<file path="config.mk">
export PLATFORM = sky130hd
export DESIGN_NAME = s2mm_writer
export DESIGN_NICKNAME = d
export VERILOG_FILES = /design/src/rtl/s2mm_writer_pkg.sv /design/src/rtl/s2mm_writer_sync_fifo.sv /design/src/rtl/s2mm_writer.sv
export SDC_FILE = /design/constraint.sdc
export NUM_CORES = 1
export LEC_CHECK = 0
export CAP_MARGIN = 10
export CORE_MARGIN = 10
export CORE_UTILIZATION = 55
export CTS_CLUSTER_SIZE = 30
export DETAILED_ROUTE_END_ITERATION = 8
export GPL_TIMING_DRIVEN = 0
export PLACE_DENSITY = 0.83
export SKIP_CTS_REPAIR_TIMING = 1
export SYNTH_ARGS = -nofsm -noshare
export SYNTH_HDL_FRONTEND = slang
export SYNTH_HIERARCHICAL = 1
export SYNTH_SLANG_ARGS = --single-unit
</file>
<file path="constraint.sdc">
create_clock -name SYS_aclk -period 7.65 [get_ports SYS_aclk]
set_clock_uncertainty 0.2 [all_clocks]
set_input_delay 1.9125 -clock SYS_aclk [delete_from_list [all_inputs] [get_ports SYS_aclk]]
set_output_delay 1.9125 -clock SYS_aclk [all_outputs]
set_load 0.01 [all_outputs]
</file>
<file path="src/rtl/s2mm_writer_pkg.sv">
// Shared definitions for the stream-to-memory writer: FSM state encoding
// and the fixed AXI burst attributes used on the write address channel.
package s2mm_writer_pkg;

    typedef enum logic [1:0] {
        ST_IDLE = 2'd0,
        ST_ADDR = 2'd1,
        ST_DATA = 2'd2,
        ST_RESP = 2'd3
    } wr_state_e;

    localparam logic [2:0] AXI_SIZE_4B         = 3'b010;
    localparam logic [1:0] AXI_BURST_INCR      = 2'b01;
    localparam int         AXI_RESP_SLVERR_BIT = 1;

endpackage

</file>
<file path="src/rtl/s2mm_writer_sync_fifo.sv">
// Single-clock FIFO with synchronous active-low reset. DEPTH must be a power
// of two; read data is the current head (first-word fall-through).
module sync_fifo #(
    parameter  int WIDTH = 32,
    parameter  int DEPTH = 32,
    localparam int AW    = $clog2(DEPTH)
) (
    input  logic             clk_i,
    input  logic             rst_n_i,
    input  logic             push_i,
    input  logic             pop_i,
    input  logic [WIDTH-1:0] wdata_i,
    output logic [WIDTH-1:0] rdata_o,
    output logic             full_o,
    output logic             empty_o,
    output logic [AW:0]      count_o
);

    localparam logic [AW:0]   CNT_ONE = (AW+1)'(1);
    localparam logic [AW-1:0] PTR_ONE = AW'(1);

    logic [WIDTH-1:0] mem_q [DEPTH];
    logic [AW-1:0]    wr_ptr_q, rd_ptr_q;
    logic [AW:0]      count_q, count_d;
    logic             do_push, do_pop;

    assign full_o  = (count_q == (AW+1)'(DEPTH));
    assign empty_o = (count_q == '0);
    assign count_o = count_q;
    assign rdata_o = mem_q[rd_ptr_q];
    assign do_push = push_i & ~full_o;
    assign do_pop  = pop_i & ~empty_o;

    // Occupancy is unchanged when a push and a pop land in the same cycle.
    always_comb begin
        count_d = count_q;
        if (do_push && !do_pop) begin
            count_d = count_q + CNT_ONE;
        end else if (!do_push && do_pop) begin
            count_d = count_q - CNT_ONE;
        end
    end

    // Pointer and occupancy registers.
    always_ff @(posedge clk_i) begin
        if (!rst_n_i) begin
            wr_ptr_q <= '0;
            rd_ptr_q <= '0;
            count_q  <= '0;
        end else begin
            if (do_push) wr_ptr_q <= wr_ptr_q + PTR_ONE;
            if (do_pop)  rd_ptr_q <= rd_ptr_q + PTR_ONE;
            count_q <= count_d;
        end
    end

    // Storage array; contents need no reset since pointers define validity.
    always_ff @(posedge clk_i) begin
        if (do_push) mem_q[wr_ptr_q] <= wdata_i;
    end

endmodule

</file>
<file path="src/rtl/s2mm_writer.sv">
// Stream-to-memory writer: buffers AXI-Stream beats and writes them out as
// fixed-length AXI INCR bursts into a circular buffer of 2^SM_log_length beats.
// Optional build macro S2MM_WRITER_ERR_EN adds a sticky SM_error output.
//
// state | meaning
// IDLE  | waiting for a full burst in the FIFO while enabled
// ADDR  | awvalid held, address stable until awready
// DATA  | streaming BURST_LEN beats from the FIFO head
// RESP  | bready held until the write response arrives
module s2mm_writer
    import s2mm_writer_pkg::*;
#(
    parameter int MM_ADDR_WIDTH = 32,
    parameter int BURST_LEN     = 16
) (
    input  logic                     SYS_aclk,
    input  logic                     SYS_aresetn,
    input  logic                     S2MM_enable,
    input  logic [4:0]               SM_log_length,
    input  logic [MM_ADDR_WIDTH-1:0] SM_write_buffer,
    output logic                     SM_reading,
    output logic                     SM_writing,
    input  logic [31:0]              S_AXIS_tdata,
    input  logic                     S_AXIS_tvalid,
    output logic                     S_AXIS_tready,
    output logic [MM_ADDR_WIDTH-1:0] M_AXI_awaddr,
    output logic [7:0]               M_AXI_awlen,
    output logic [2:0]               M_AXI_awsize,
    output logic [1:0]               M_AXI_awburst,
    output logic                     M_AXI_awvalid,
    input  logic                     M_AXI_awready,
    output logic [31:0]              M_AXI_wdata,
    output logic [3:0]               M_AXI_wstrb,
    output logic                     M_AXI_wlast,
    output logic                     M_AXI_wvalid,
    input  logic                     M_AXI_wready,
    input  logic [1:0]               M_AXI_bresp,
    input  logic                     M_AXI_bvalid,
    output logic                     M_AXI_bready
`ifdef S2MM_WRITER_ERR_EN
    ,
    output logic                     SM_error
`endif
);

    localparam int FIFO_DEPTH = 2 * BURST_LEN;
    localparam int CNT_W      = $clog2(FIFO_DEPTH) + 1;

    wr_state_e              state_q, state_d;
    logic [7:0]             beat_q, beat_d;
    logic [31:0]            offset_q, offset_d;
    logic [MM_ADDR_WIDTH-1:0] base_q, base_d;

    logic             fifo_push, fifo_pop, fifo_full, fifo_empty;
    logic [CNT_W-1:0] fifo_count;
    logic [32:0]      offset_sum, buf_beats;
    logic [31:0]      offset_next;
    logic             last_beat;
    logic             unused_sig;

    assign S_AXIS_tready = SYS_aresetn & S2MM_enable & ~fifo_full;
    assign fifo_push     = S_AXIS_tvalid & S_AXIS_tready;
    assign SM_reading    = fifo_push;

    assign M_AXI_awvalid = (state_q == ST_ADDR);
    assign M_AXI_wvalid  = (state_q == ST_DATA);
    assign M_AXI_bready  = (state_q == ST_RESP);
    assign last_beat     = (beat_q == 8'(BURST_LEN - 1));
    assign M_AXI_wlast   = M_AXI_wvalid & last_beat;
    assign fifo_pop      = M_AXI_wvalid & M_AXI_wready;
    assign SM_writing    = fifo_pop;

    assign M_AXI_awlen   = 8'(BURST_LEN - 1);
    assign M_AXI_awsize  = AXI_SIZE_4B;
    assign M_AXI_awburst = AXI_BURST_INCR;
    assign M_AXI_wstrb   = 4'hF;
    assign M_AXI_awaddr  = base_q + MM_ADDR_WIDTH'({offset_q, 2'b00});

    // Wider sum so the wrap compare is exact even for 2^31-beat buffers.
    assign offset_sum  = {1'b0, offset_q} + 33'(BURST_LEN);
    assign buf_beats   = 33'd1 << SM_log_length;
    assign offset_next = (offset_sum >= buf_beats) ? 32'd0 : offset_sum[31:0];

    assign unused_sig  = ^{M_AXI_bresp, fifo_empty};

    sync_fifo #(
        .WIDTH (32),
        .DEPTH (FIFO_DEPTH)
    ) u_fifo (
        .clk_i   (SYS_aclk),
        .rst_n_i (SYS_aresetn),
        .push_i  (fifo_push),
        .pop_i   (fifo_pop),
        .wdata_i (S_AXIS_tdata),
        .rdata_o (M_AXI_wdata),
        .full_o  (fifo_full),
        .empty_o (fifo_empty),
        .count_o (fifo_count)
    );

    // Next-state logic; the buffer base only tracks SM_write_buffer while idle
    // at a buffer start, so a base change never splits a buffer.
    always_comb begin
        state_d  = state_q;
        beat_d   = beat_q;
        offset_d = offset_q;
        base_d   = base_q;
        case (state_q)
            ST_IDLE: begin
                if (offset_q == '0) base_d = SM_write_buffer;
                if (S2MM_enable && (fifo_count >= CNT_W'(BURST_LEN))) state_d = ST_ADDR;
            end
            ST_ADDR: begin
                if (M_AXI_awready) begin
                    state_d  = ST_DATA;
                    beat_d   = '0;
                    offset_d = offset_next;
                end
            end
            ST_DATA: begin
                if (M_AXI_wready) begin
                    beat_d = beat_q + 8'd1;
                    if (last_beat) state_d = ST_RESP;
                end
            end
            ST_RESP: begin
                if (M_AXI_bvalid) state_d = ST_IDLE;
            end
            default: state_d = ST_IDLE;
        endcase
    end

    // State and address-tracking registers.
    always_ff @(posedge SYS_aclk) begin
        if (!SYS_aresetn) begin
            state_q  <= ST_IDLE;
            beat_q   <= '0;
            offset_q <= '0;
            base_q   <= '0;
        end else begin
            state_q  <= state_d;
            beat_q   <= beat_d;
            offset_q <= offset_d;
            base_q   <= base_d;
        end
    end

`ifdef S2MM_WRITER_ERR_EN
    logic err_q, err_d;

    assign err_d    = err_q | (M_AXI_bvalid & M_AXI_bresp[AXI_RESP_SLVERR_BIT]);
    assign SM_error = err_q;

    // Sticky slave-error flag, cleared only by reset.
    always_ff @(posedge SYS_aclk) begin
        if (!SYS_aresetn) err_q <= 1'b0;
        else              err_q <= err_d;
    end
`endif

endmodule

</file>
==> results of run 1 <==
## stage by stage
stage,std cells,setup WS (ns),cell area (µm²)
global route,4178,0.453,53400
finish,4180,0.473,53400
CTS,4161,0.789,53000
detailed placement,3967,1.32,49700
global placement,3939,0.0809,48800
floorplan,2724,2.39,46000
## power breakdown
| group | internal (µW) | leakage, µW | switching (µW) | total (µW) |
|---|---|---|---|---|
| sequential | 6710 | 0.00995 | 42.1 | 6750 |
| combinational | 361 | 0.00584 | 460 | 822 |
| clock | 2830 | 0.00162 | 2280 | 5120 |
| total | 9910 | 0.0174 | 2780 | 12700 |
## worst min-delay path by stage
stage / start / end / slack [ns] / cells after the start
finish: beat_q[1] / beat_q[1] / 0.31 / 2
global route: beat_q[1] / beat_q[1] / 0.34 / 2
CTS: beat_q[1] / beat_q[1] / 0.31 / 2
detailed placement: beat_q[1] / beat_q[1] / 0.31 / 2
global placement: beat_q[1] / beat_q[1] / 0.29 / 2
floorplan: beat_q[1] / beat_q[1] / 0.27 / 2
## cells in the final DEF (no fill, tap or decap), types with 34 or more instances in the layout
| cell | count |
|---|---|
| nor3_1 | 72 |
| edfxtp_1 | 1024 |
| nand3_1 | 34 |
| xnor2_1 | 35 |
| clkbuf_1 | 134 |
| clkdlybuf4s50_1 | 144 |
| a22o_1 | 64 |
| ha_1 | 70 |
| a211oi_1 | 71 |
| mux2i_1 | 39 |
| dfxtp_1 | 91 |
| nor2_1 | 47 |
| o22ai_1 | 66 |
| o21ai_0 | 80 |
| mux4_2 | 128 |
| nand2_1 | 80 |
| nor2b_1 | 122 |
| clkbuf_16 | 111 |
| mux2_2 | 192 |
| or4_1 | 35 |
## worst min-delay path, delay by kind of cell, from the launching register on
| kind | cells | cell delay (ns) |
|---|---|---|
| flip-flops | 1 | 0.32 |
| AO/OA/AOI/OAI | 1 | 0.07 |
| AND/OR/NAND/NOR | 1 | 0.07 |
## routing by layer
layer  wire length, µm  GRT usage (%)  share of wire [%]
met1             42300           30.9                 34
met2             61800           43.5                 50
met3             13700           6.10                 11
met4              5150           9.83                4.2
met5                51              0              0.041
## registers in the layout (all words and copies together) (netlist names), named ones only
register         count
u_fifo/mem_q      1024
base_q              32
offset_q            28
beat_q               8
u_fifo/count_o       6
u_fifo/rd_ptr_q      5
u_fifo/wr_ptr_q      5
state_q              2
## layout make-up
| class | instances | area [µm²] | share of cell area (%) |
|---|---|---|---|
| flip-flops and latches | 1115 | 32600 | 61.0 |
| multi-input cells | 1414 | 12700 | 23.8 |
| clock buffers | 133 | 2800 | 5.23 |
| repair buffers | 188 | 2480 | 4.64 |
| well taps | 1070 | 1340 | 2.51 |
| plain buffers | 177 | 907 | 1.70 |
| clock inverters | 61 | 552 | 1.03 |
| inverters | 18 | 67.6 | 0.126 |
| diodes | 4 | 10.0 | 0.0187 |
==> results.yml, run 1 <==
global_routing:
  grt_pass1_wl_um: 182000
  grt_pass1_vias: 27868
  grt_max_degree: 33
  gr-usage-all-layers_pct: 25.4
  gr-total-overflow: 0
  antenna_found_initial: 11
setup_path:
  cpMaxStageDelayCell: "buf_1"
  cp.required_ns: 5.54
  cp_common_cell: "buf_2"
  startpoint_type: "register"
  arrival_ns: 5.06
  r2r-start: "offset_q[6]"
  r2r_end: "offset_q[4]"
  max_stage_delay_ns: 1.01
  reg2reg_slack_ns: 2.74
  crit_buf_inv: 5
  setup.worst_path.end: "M_AXI_wdata[15]"
  worst-path-stages: 8
  crit_type: "register to primary output"
  worstRegToRegCells: 18
  critPathMaxFanout: 10
  path_cells: "buf_2 > buf_2 > buf_1 > clkbuf_1 > a211oi_1 > nor3_1 > or4_1 > clkdlybuf4s50_1"
  cp-end-kind: "primary output"
  crit_family: "buffers and inverters"
floorplanning:
  rows: 105
  io_pins: 166
  die_h_um: 309
  dieArea_um2: 95500
  initial_utilization_pct: 55.7
  coreArea_um2: 82500
  die_width_um: 309
cells_and_area:
  fill_cells: 5121
  syn_to_final_growth_pct: 16.3
  nNetsFinal: 3167
  final_util_pct: 64.8
  drive_above_1_share_pct: 20.0
route:
  vias: 27486
  viasPerCell: 6.58
  final_antenna_net_count: 0
  routedWlPerCell_um: 29.4
  first_iter_violations: 3620
  drc: 0
  drt-total-wl_um: 123000
  firstDrtPassIters: 6
cts:
  cts_tree: "done"
  path_clk_slew_ns: 0.06
  cts_buffers: 104
  cts_root_buffer: "clkbuf_16"
  htreeDepth: 3
  cts_sinks: 1115
  cts_buffer_depth: 3
  insertion_delay_ns: 0.68
timing:
  finalCritPeriodShare_pct: 93.8
  rsz0062_at_grt: "false"
  relSlewSlack_pct: 12.2
  hold_viol: 0
  fmax_mhz: 139
  fin_tns_setup_ns: 0
  fin_hold_ws_ns: 0.308
  fin_crit_ns: 7.18
  drv_slew: 0
  setup_viol: 0
  worstMarginPinSlew_ns: 1.32
power:
  finalPower_uw: 12700
  power.leakage_uw: 0.0174
  ir_drop_mv: 0.188
  powerDensity_nw_per_um2: 238
placed_design:
  port_buffers: 145
  hpwl_um: 77000
  gp_congestion: 0.892
synthesis:
  avgSynthCellArea_um2: 17.0
  postSynthCellCount: 2709
  syn_area_um2: 46000
  yosysWarnings: 6
flow_run:
  cap_violations: 0
min_path:
  hp-class: "register to register"
status:
  status: "completed"
(Power assumes the default switching activity.)
==> inputs of run 2 (changes only) <==
- CAP_MARGIN: 10 -> 15
- GPL_TIMING_DRIVEN: 0 -> unset
==> run 2 against run 1 <==
First-iteration DRC count fell by 11%. Flip-flop and latch count did not move. Utilization fell by 1.7 points. Sequential share of layout area rose by 1.6 points. Critical path depth fell by 3. Sequential power barely moved. Via count fell by 4.1%. Highest routed layer unchanged. Largest power group unchanged.
==> results.yml, run 2 (synthesized netlist as in run 1, its figures left out) <==
setup_path:
  cp.required_ns: 5.54
  r2r_end: "offset_q[9]"
  crit_type: "register to primary output"
  reg2reg_slack_ns: 3.05
  critPathMaxFanout: 64
  worstRegToRegCells: 15
  cp-end-kind: "primary output"
  r2r-start: "offset_q[6]"
  startpoint_type: "register"
  arrival_ns: 4.33
route:
  final_antenna_net_count: 0
  first_iter_violations: 3230
  drc: 0
  viasPerCell: 6.58
  routedWlPerCell_um: 28.7
  vias: 26367
  drt-total-wl_um: 115000
  firstDrtPassIters: 5
cts:
  cts_sinks: 1115
  path_clk_slew_ns: 0.07
  htreeDepth: 3
  cts_buffer_depth: 3
  insertion_delay_ns: 0.68
  cts_buffers: 104
  cts_tree: "done"
  cts_root_buffer: "clkbuf_16"
placed_design:
  hpwl_um: 63500
  port_buffers: 146
  gp_congestion: 0.860
  pre_cts_ws_ns: 1.69
min_path:
  hold_depth: 2
  hold_path_end: "beat_q[1]"
  hp-start: "beat_q[1]"
  hp-class: "register to register"
timing:
  relSlewSlack_pct: 21.8
  setup_viol: 0
  rsz0062_at_grt: "false"
  worstMarginPinSlew_ns: 1.17
  fin_tns_setup_ns: 0
  hold_viol: 0
  drv_slew: 0
  finalCritPeriodShare_pct: 84.3
  fin_crit_ns: 6.45
  fmax_mhz: 155
  layout_setup_ws_ns: 1.20
floorplanning:
  dieArea_um2: 95500
  io_pins: 166
  coreArea_um2: 82500
  initial_utilization_pct: 55.7
  die_h_um: 309
  die_width_um: 309
  rows: 105
cells_and_area:
  syn_to_final_growth_pct: 13.3
  largest_reg_flops: 1024
  drive_above_1_share_pct: 20.3
  final_common_cell: "edfxtp_1"
  mostFrequentLayoutCells: "edfxtp_1, mux2_2, clkdlybuf4s50_1, mux4_2, nor2b_1"
  max_flop_register: "u_fifo/mem_q"
  top_regs: "u_fifo/mem_q x1024, base_q x32, offset_q x28"
  fill_cells: 5308
  nNetsFinal: 3001
power:
  power.leakage_uw: 0.0169
  power_frac_clock_pct: 40.5
  switching_power_uw: 2710
  combPwrFrac_pct: 6.0
  seq_power_share_pct: 53.6
  ir_drop_mv: 0.170
  powerDensity_nw_per_um2: 242
  p_int_uw: 9920
  switching_share_pct: 21.4
status:
  status: "completed"
flow_run:
  cap_violations: 0
global_routing:
  grt_pass1_vias: 26939
  grt_pass1_wl_um: 171000
  gr-total-overflow: 0
  antenna_found_initial: 2
  grt_max_degree: 111
  gr-usage-all-layers_pct: 23.9
-- run 2: cell count changes in the layout (fill, tap and decap cells not counted), moves of 11 or more --
cell      before  now
buf_16        22    0
buf_4         25   44
buf_1         11    0
buf_2         17    1
clkbuf_1     134   10
buf_6         13    0
-- run 2: area by class of cell --
cell class,count,area [µm²],area share (%)
Clock buffer,114,2640,5.07
Clock inverter,75,707,1.36
Inverter,18,67.6,0.130
Tap cell,1070,1340,2.57
Antenna cell,1,2.50,0.00481
Multi-Input combinational cell,1414,12800,24.5
Sequential cell,1115,32600,62.6
Timing Repair Buffer,199,1960,3.77
-- run 2: layer usage --
layer | track usage, % | vias up | share of wire (%)
met5 | 0 | - | 0.0096
met4 | 8.82 | 2 | 3.5
met3 | 5.56 | 302 | 11
met2 | 39.2 | 1659 | 49
met1 | 30.9 | 13370 | 37
li1 | - | 11034 | -
-- run 2: critical path, cell delays in order, from the launching register on --
cell             delay [ns]
dfxtp_4                0.96
nand2b_4               0.93
o21ai_0                0.23
nor3_1                 0.55
or4_1                  0.31
clkdlybuf4s50_1        0.61
-- run 2: per-stage QoR --
step                utilization (%)  cells  power (µW)  area, µm²  hold WS, ns
finish                         63.1   4006       12600      52100        0.309
global route                   63.1   4006       13000      52100        0.333
CTS                            63.0   4002       12700      52000        0.309
global placement               59.0   3813        7590      48700        0.280
floorplan                         -   2724        7280      46000        0.267
detailed placement             59.0   3813        7630      48700        0.298
-- run 2: power groups by stage --
stage / logic [µW] / registers, µW / clock network [µW]
floorplan: 413 / 6870 / 0
global placement: 706 / 6880 / 0
detailed placement: 738 / 6890 / 0
CTS: 748 / 6760 / 5160
global route: 817 / 6760 / 5390
finish: 757 / 6760 / 5110
-- run 2: worst max-delay path by stage --
| stage | start | end | slack (ns) |
|---|---|---|---|
| 3_5_place_dp | SM_log_length[2] | offset_q[9] | 1.69 |
| 4_1_cts | register | M_AXI_wdata[14] | 1.25 |
| 6_report | register | M_AXI_wdata[16] | 1.20 |
| 2_1_floorplan | SYS_aresetn | u_fifo/mem_q[14][0] | 2.39 |
| 5_1_grt | register | M_AXI_wdata[16] | 1.02 |
| 3_3_place_gp | S2MM_enable | u_fifo/mem_q[9][11] | 1.88 |
==> inputs of run 3 (changes only) <==
- clock period: 7.65 -> 6.18 ns (I/O delays scaled with it)
==> run 3 against run 2 <==
Combinational power increased by 24%. Die area unchanged. Clock power grew 31%. Final cell count rose by 0.95%. Global-route usage shrank 0.098 points. Non-clock buffer count rose by 29.
==> results.yml, run 3 (synthesized netlist as in run 1, its figures left out) <==
status:
  status: "completed"
cts:
  cts_tree: "done"
  path_clk_slew_ns: 0.06
  cts_buffer_depth: 3
  htreeDepth: 3
  insertion_delay_ns: 0.69
  cts_sinks: 1115
  cts_buffers: 106
  cts_root_buffer: "clkbuf_16"
route:
  firstDrtPassIters: 5
  final_antenna_net_count: 0
  vias: 26406
  first_iter_violations: 3049
  viasPerCell: 6.53
  routedWlPerCell_um: 28.6
  drc: 0
  drt-total-wl_um: 116000
cells_and_area:
  largest_reg_flops: 1024
  nNetsFinal: 3032
  final_util_pct: 64.1
  regArea_um2: 32600
  top_regs: "u_fifo/mem_q x1024, base_q x32, offset_q x28"
  final_common_cell: "edfxtp_1"
  max_flop_register: "u_fifo/mem_q"
  layout.cells.non_filler: 4044
  syn_to_final_growth_pct: 15.0
  final_area_um2: 52900
  fill_cells: 5251
  mostFrequentLayoutCells: "edfxtp_1, mux2_2, clkdlybuf4s50_1, mux4_2, nor2b_1"
  drive_above_1_share_pct: 21.2
  multiInputGateArea_um2: 12700
floorplanning:
  die_h_um: 309
  rows: 105
  io_pins: 166
  die_width_um: 309
  coreArea_um2: 82500
  initial_utilization_pct: 55.7
  dieArea_um2: 95500
setup_path:
  critPathMaxFanout: 56
  cp.required_ns: 4.43
  reg2reg_slack_ns: 1.58
  crit_type: "register to primary output"
  r2r-start: "offset_q[6]"
  r2r_end: "offset_q[9]"
  cp-end-kind: "primary output"
  startpoint_type: "register"
  arrival_ns: 4.05
  worstRegToRegCells: 15
placed_design:
  dpl_cell_area_um2: 49000
  hpwl_um: 65700
  place_inst: 3837
  port_buffers: 146
  gp_congestion: 0.844
global_routing:
  grt_max_degree: 102
  grt_pass1_wl_um: 170000
  antenna_found_initial: 2
  gr-total-overflow: 0
  grt_pass1_vias: 26669
  gr-usage-all-layers_pct: 23.8
min_path:
  hp-start: "beat_q[1]"
  hold_depth: 2
  hp-class: "register to register"
  hold_path_end: "beat_q[1]"
timing:
  fin_crit_ns: 5.79
  fin_tns_setup_ns: 0
  hold_viol: 0
  fmax_mhz: 173
  finalCritPeriodShare_pct: 93.7
  rsz0062_at_grt: "false"
  setup_viol: 0
  worstMarginPinSlew_ns: 1.15
  relSlewSlack_pct: 23.4
  drv_slew: 0
power:
  powerDensity_nw_per_um2: 303
  power.leakage_uw: 0.0172
  ir_drop_mv: 0.207
flow_run:
  cap_violations: 0
run 3: changes by cell type in the layout (fill, tap and decap cells not counted), moves of 3 or more:
cell | previous run | this run
buf_12 | 8 | 24
buf_16 | 0 | 3
clkbuf_1 | 10 | 13
bufinv_16 | 11 | 15
clkinv_2 | 25 | 20
buf_4 | 44 | 50
clkbuf_16 | 104 | 108
clkinv_16 | 0 | 4
run 3: worst max path at each step:
stage                     slack [ns]                    to  cells after the start
final                           0.39       M_AXI_wdata[11]                      6
after global routing            0.27       M_AXI_wdata[11]                      6
after CTS                       0.39       M_AXI_wdata[11]                      6
after detailed placement        1.05  u_fifo/mem_q[29][16]                      8
after global placement          1.11  u_fifo/mem_q[18][31]                      8
after floorplan                 1.28   u_fifo/mem_q[14][0]                      9
run 3: cell type report:
type | instances | area share, %
diodes | 1 | 0.00473
repair buffers | 228 | 4.69
inverters | 18 | 0.128
multi-input cells | 1414 | 24.1
flip-flops and latches | 1115 | 61.6
clock inverters | 78 | 1.73
well taps | 1070 | 2.53
clock buffers | 120 | 5.16
run 3: report_power, final:
| group | total [µW] | switching (µW) | internal, µW |
|---|---|---|---|
| clock network | 6710 | 2870 | 3840 |
| registers | 8360 | 56.1 | 8310 |
| logic | 938 | 524 | 415 |
| total | 16000 | 3450 | 12600 |
run 3: worst max-delay path: stages, from the launching register on:
cell and delay [ns]:
dfxtp_4 0.95, buf_4 0.50, mux2_2 0.39, o22ai_1 0.21, nor3_1 0.10, or4_1 0.56
clkdlybuf4s50_1 0.58
run 3: layer usage:
metal	share of wire (%)	vias to the layer above	GRT usage, %
li1	-	11099	-
met1	36	13237	30.1
met2	50	1780	39.8
met3	11	286	5.81
met4	3.5	4	8.42
met5	0.023	-	0
run 3: stage by stage:
stage                     power, µW  worst slack [ns]  hold slack (ns)
after floorplan                9010              1.28            0.267
after global placement         9410              1.11            0.282
after detailed placement       9450              1.05            0.298
after CTS                     16100             0.393            0.320
after global routing          16500             0.275            0.345
final                         16000             0.389            0.317
